==> config.mk <==
export PLATFORM = sky130hd
export DESIGN_NAME = seg7_dual_mux
export DESIGN_NICKNAME = d
export VERILOG_FILES = /design/src/rtl/seg7_dual_mux.sv
export SDC_FILE = /design/constraint.sdc
export NUM_CORES = 1
export LEC_CHECK = 0
export BUFFER_PORTS_ARGS = -buffer_cell sky130_fd_sc_hd__buf_2
export CORE_MARGIN = 2
export CORE_UTILIZATION = 59
export CTS_BUF_LIST = sky130_fd_sc_hd__clkbuf_16
export DETAILED_ROUTE_END_ITERATION = 16
export PLACE_DENSITY = 0.79
export SKIP_CTS_REPAIR_TIMING = 1
export SYNTH_ARGS = -nofsm -noshare
export SYNTH_HDL_FRONTEND = slang
export SYNTH_SLANG_ARGS = --single-unit
==> constraint.sdc <==
create_clock -name clk -period 3.34 [get_ports clk]
set_clock_uncertainty 0.05 [all_clocks]
set_input_delay 0.835 -clock clk [delete_from_list [all_inputs] [get_ports clk]]
set_output_delay 0.835 -clock clk [all_outputs]
set_load 0.1 [all_outputs]
==> src/rtl/seg7_dual_mux.sv <==
// Dual common-anode seven-segment multiplexer.
// Frame-latched digits, blanking between slots, registered outputs.
module seg7_dual_mux #(
    parameter int REFRESH_DIV  = 24000,
    parameter int BLANK_CYCLES = 16
) (
    input  logic       clk,
    input  logic       reset,
    input  logic [3:0] digit0,
    input  logic [3:0] digit1,
    output logic [6:0] seg,
    output logic [1:0] an,
    output logic       frame_tick
);

    // Counter must also hold BLANK_CYCLES-1 should blanking ever exceed a slot.
    localparam int MAXC = (REFRESH_DIV > BLANK_CYCLES) ? REFRESH_DIV : BLANK_CYCLES;
    localparam int CW   = $clog2(MAXC);

    localparam logic [CW-1:0] SHOW_LAST  = CW'(REFRESH_DIV - 1);
    localparam logic [CW-1:0] BLANK_LAST = CW'(BLANK_CYCLES - 1);

    typedef enum logic [1:0] {
        SHOW0,
        BLANK0,
        SHOW1,
        BLANK1
    } state_t;

    state_t        state, state_nx;
    logic [CW-1:0] cnt, cnt_nx;
    logic [3:0]    sh0, sh1, sh0_nx, sh1_nx;
    logic [6:0]    seg_nx;
    logic [1:0]    an_nx;
    logic          tick_nx;
    logic          enter0;

    function automatic logic [6:0] decode(input logic [3:0] v);
        logic [6:0] s;
        s = 7'b1111111;
        unique case (v)
            4'h0: s = 7'b1000000;
            4'h1: s = 7'b1111001;
            4'h2: s = 7'b0100100;
            4'h3: s = 7'b0110000;
            4'h4: s = 7'b0011001;
            4'h5: s = 7'b0010010;
            4'h6: s = 7'b0000010;
            4'h7: s = 7'b1111000;
            4'h8: s = 7'b0000000;
            4'h9: s = 7'b0010000;
            4'hA: s = 7'b0001000;
            4'hB: s = 7'b0000011;
            4'hC: s = 7'b1000110;
            4'hD: s = 7'b0100001;
            4'hE: s = 7'b0000110;
            4'hF: s = 7'b0001110;
        endcase
        return s;
    endfunction

    // Slot sequencing, frame capture and next registered outputs.
    always_comb begin
        state_nx = state;
        cnt_nx   = cnt + 1'b1;
        enter0   = 1'b0;
        unique case (state)
            SHOW0: begin
                if (cnt == SHOW_LAST) begin
                    state_nx = BLANK0;
                    cnt_nx   = '0;
                end
            end
            BLANK0: begin
                if (cnt == BLANK_LAST) begin
                    state_nx = SHOW1;
                    cnt_nx   = '0;
                end
            end
            SHOW1: begin
                if (cnt == SHOW_LAST) begin
                    state_nx = BLANK1;
                    cnt_nx   = '0;
                end
            end
            BLANK1: begin
                if (cnt == BLANK_LAST) begin
                    state_nx = SHOW0;
                    cnt_nx   = '0;
                    enter0   = 1'b1;
                end
            end
        endcase

        sh0_nx  = enter0 ? digit0 : sh0;
        sh1_nx  = enter0 ? digit1 : sh1;
        tick_nx = enter0;

        seg_nx = 7'b1111111;
        an_nx  = 2'b11;
        unique case (state_nx)
            SHOW0: begin
                an_nx  = 2'b10;
                seg_nx = decode(sh0_nx);
            end
            SHOW1: begin
                an_nx  = 2'b01;
                seg_nx = decode(sh1_nx);
            end
            default: begin
                an_nx  = 2'b11;
                seg_nx = 7'b1111111;
            end
        endcase
    end

    // State, shadow digits and output registers with synchronous reset.
    always_ff @(posedge clk) begin
        if (!reset) begin
            state      <= BLANK1;
            cnt        <= '0;
            sh0        <= 4'h0;
            sh1        <= 4'h0;
            seg        <= 7'b1111111;
            an         <= 2'b11;
            frame_tick <= 1'b0;
        end else begin
            state      <= state_nx;
            cnt        <= cnt_nx;
            sh0        <= sh0_nx;
            sh1        <= sh1_nx;
            seg        <= seg_nx;
            an         <= an_nx;
            frame_tick <= tick_nx;
        end
    end

endmodule

Word-level counts from Yosys, hierarchy flattened
Memories as Yosys holds them, arrays and structs flattened. Cells that the tools add are included.

Latch bits: 0. Output and inout port bits: 10. Memories: 2. Bits in read-only memories: 224. Register bits after elaboration: 35. Bits in writable memories: 0. Input bits: 10.

Shift-type cells: 0. Order comparisons: 0. Reduce and logical (&&, ||, !) cells: 4. Eq/ne operators: 6. Divide/modulo/power cells: 0. Bitwise gates (word level): 0. Add/subtract/negate cells: 1. Multipliers: 0. Multiplexer cells: 14.

Memory list: (name not given) (words 16, width 7, read ports 1, clocked after memory_dff 0, wr ports 0, line 41) `unique case (v)`; (name not given) (words 16, width 7, read ports 1, clocked after memory_dff 0, wr ports 0, line 41).

Operators with widths (number): $mux W15 (2); $pmux W15 S2 (1); $add A15 B1 Y15 const B (1); $eq A15 B15 Y1 const B (1); $eq A15 B4 Y1 const B (1); $pmux W7 S2 (1); $mux W2 (4); $mux W4 (2); $pmux W2 S4 (1); $eq A2 B2 Y1 const B (3); $logic_not A2 Y1 (2); $pmux W2 S2 (1); $reduce_or A2 Y1 (2); $eq A2 B1 Y1 const B (1); $mux W1 (2).

Depth between registers and ports, before layout
An unclocked memory read counts as a cell.

Depth in word-level cells: 6. Depth in mapped cells: 13.

Worst setup path after synthesis
OpenSTA, ideal clock, no wires.

Path type: register to register. Start point: register cnt[4]. End point: register seg[0]. Period minus slack after synthesis: 2.816 ns. Stages on the path, launching flop included: 12. Arrival: 2.645 ns. Setup slack: 0.524 ns. Library setup time: 0.122 ns. Data required time: 3.168 ns. Path through: dfxtp_1 or4_4 nor4_4 and2_1 buf_2 nand2_1 nand2_1 inv_1 ha_1 mux2i_1 o211ai_1 a221o_1.

Cells in the longest elaborated chain, start to end: 6. Elaborated cells between the ends (all ways): 16. Those cells by class: eq/ne: 3; mux: 10; reduce/logical: 1; memory: 2.

Ends and longest elaborated chain: from (decl) (line 31) `logic [CW-1:0] cnt, cnt_nx;`; from (signal assigned) (line 129) `cnt <= cnt_nx;`; $eq A15 B4 Y1 (line 87) `if (cnt == BLANK_LAST) begin`; $mux W1 (line 87); $mux W1 (line 67) `unique case (state)`; $mux W4 (line 96) `sh1_nx = enter0 ? digit1 : sh1;`; named net sh1_nx[0] (line 32) `logic [3:0] sh0, sh1, sh0_nx, sh1_nx;`; $mem_v2 Z16 W7; $pmux W7 S2 (line 101) `unique case (state_nx)`; to (signal assigned) (line 132) `seg <= seg_nx;`; to (decl) (line 11) `output logic [6:0] seg,`.

The timed path passes the listed nets, and every way through them passes these cells. A chain may end at the register's enable or synchronous reset.

Worst setup path in the final report
Start point: register cnt[4]. End point: register seg[0].

Cells in the longest elaborated chain, start to end: 6. Elaborated cells between the ends (all ways): 16. Those cells by class: eq/ne: 3; mux: 10; reduce/logical: 1; memory: 2.

Ends and longest elaborated chain (line): $eq A15 B4 Y1 (75, 87); $mux W1 (87); $mux W1 (67); $mux W4 (on tied branches) (96, 95); $mem_v2 Z16 W7; $pmux W7 S2 (*) (101).

Mark *: on every way between the ends. The rest lies on a longest branch, timed or not.

==> run metrics <==
Fin Setup TNS 0 ns; synth top area cells dfxtp_1 (32%), nand2_1 (6.0%), nor2_1 (4.6%); Post-synth ARST share 0%; CP required roughly 3.5 ns; Die Height between 60 and 70 um; crit-path cells or4_4 > nor4_4 > and2_1 > nand2_1 > nand2_1 > inv_1 > ha_1 > mux2i_1 > o211ai_1 > a221o_1; hold path depth 1; Syn Inst Count between 200 and 300; post-DP HPWL 3.51 mm; Tot GR Track Use 25.3%; total core area roughly 3600 um2; TritonCTS clock tree built; number of vias per cell between 6 and 7; drc violations 0; Synth top area share between 30% and 40%; Yosys top cell by area dfxtp_1; Post-Syn Area per Cell 7.82 um2; final setup vio count 0; nets slightly above 300; die area approximately 4200 um2; Final min period around 3 ns; HP Class reg2reg; most frequent cells in the layout nand2_1 (35), dfxtp_1 (35), nor2_1 (27); Die W approximately 65 um; #FFs+latches synth 35; largest net degree at the start of global routing 16; most used cell along the critical path nand2_1; clk_lat worst skew about 0.28 ns; Worst EP arrival around 3.1 ns; CP max stage delay roughly 0.56 ns; drt first pass iters 7; fillers 290; Initial Util around three fifths; Starting DRT DRC Count roughly 270; syn nets 298; fin cells between 300 and 400; routed len/inst roughly 15 um; Inst Count DP 330; Post-DRT Antenna Nets 0; status complete, no violations; Final Max Tran Viols 0; # IOs 20; Slew @ Worst Pin ~0.5 ns; Port Buf Inserts 19; Final Hold Viols 0; Routed Wire Length slightly below 5 mm; initial antenna violation count 0; relative slew slack a little under 70%; Setup Crit Path Kind reg2reg; CTS max path bufs 2; # rows 22; ANT cells 0; Worst-path clk slew 0.05 ns; vias in the first global route between 1,500 and 2,000; via count between 2,000 and 2,500; Power Density approximately 380 nW/um2; main flop type after synthesis dfxtp_1; Ys Warns 0; sequential area share after synthesis between 30% and 40%; CP Launch Type flip-flop; crit-path max FO 8; Post-synth EDFFs 0; htree depth 2; Tcrit/Tclk final about nine tenths; Layout area overhead 10.5%; global-route wire length before repair roughly 8.4 mm; Critical-path top delay cell or4_4; Root Driver clkbuf_16; peak supply drop between 200 and 300 uV; CP Capture Type flip-flop; GR Overflow Total 0; Worst Reg-to-Reg Cells 10; clock sink total 35; gp weighted congestion about 0.9; RSZ-0062 raised after global routing no; CTS Buf Count 5; area of the mapped netlist ~2200 um2; post-synth cell types between 40 and 50; share of cells above drive strength 1 a little over an eighth; Max Clock Freq between 300 and 400 MHz; Static Leak about 0.91 nW; max cap viols 0
-- cell usage after synthesis (4+ instances only) --
library cell / count
buf_2: 5
a31oi_1: 7
ha_1: 8
o211ai_1: 4
a21oi_1: 10
xnor2_1: 5
nor3_1: 6
nand3_1: 19
xor2_1: 7
o21ai_0: 14
mux2i_1: 4
nor3b_1: 4
nand4_1: 8
inv_1: 8
and3_1: 7
dfxtp_1: 35
nand2_1: 35
nor2_1: 27
clkbuf_1: 13
nor2b_1: 5
and2_1: 6
nand2b_1: 4
-- layer usage --
layer  vias to the layer above  global-route usage, %  share of wire [%]
met5                         -                      0                  0
met4                         0                   10.4                1.7
met3                        12                   5.03                6.5
met2                        77                   43.3                 49
met1                       935                   30.7                 43
li1                       1010                      -                  -
-- stage by stage --
stage	cell area [um2]	total power (W)	hold WS, ns	utilization, %	worst slack, ns
after floorplan	2190	0.000458	0.380	-	0.524
after global placement	2280	0.000470	0.396	63.1	0.457
after detailed placement	2280	0.000470	0.409	63.1	0.369
after CTS	2420	0.000917	0.422	67.1	0.322
after global routing	2420	0.000937	0.452	67.1	0.0916
final	2420	0.000910	0.421	67.1	0.326
-- report_power, final --
part	internal [W]	switching (W)
clock	0.000274	0.000174
combinational	0.0000139	0.0000240
sequential	0.000421	0.00000323
-- critical path, delay by kind of cell (launching register included) --
| kind | cells | cell delay (ns) |
|---|---|---|
| and+or+nand+nor | 5 | 1.60 |
| AOI/OAI and AO/OA | 2 | 0.39 |
| DFF | 1 | 0.35 |
| adders and majority gates | 1 | 0.26 |
| muxes | 1 | 0.15 |
| buffers and inverters | 1 | 0.09 |
-- layout make-up --
cell class              count  area, um2  area share, %
repair buffers             21        110           4.55
multi-input cells         218       1380           56.8
flip-flops and latches     35        701           28.9
clock buffers               5        125           5.17
inverters                   8       30.0           1.24
well taps                  48       60.1           2.48
clock inverters             3       20.0          0.827
-- registers in the layout (all words and copies together), names as in the netlist --
name / cells
an: 2
cnt: 15
frame_tick: 1
seg: 7
sh0: 4
sh1: 4
state: 2
-- worst paths after layout --
kind,from,to,slack [ns]
worst max register to register,cnt[4]$_SDFF_PN0_,seg[0]$_SDFF_PN1_,0.33
worst min-delay path,cnt[0]$_SDFF_PN0_,cnt[0]$_SDFF_PN0_,0.42
worst min register to register,cnt[0]$_SDFF_PN0_,cnt[0]$_SDFF_PN0_,0.42
worst max-delay path,cnt[4]$_SDFF_PN0_,seg[0]$_SDFF_PN1_,0.33
-- cell families after synthesis --
group	Yosys count	synth area share (%)
mux	9	5.43
fa+ha+maj	8	4.57
xor+xnor	12	4.80
simple gates	136	32.3
buf+inv	27	5.25
flops	35	32.0
compound gates	53	15.7
Note: power is estimated with default switching activity, not from simulation.
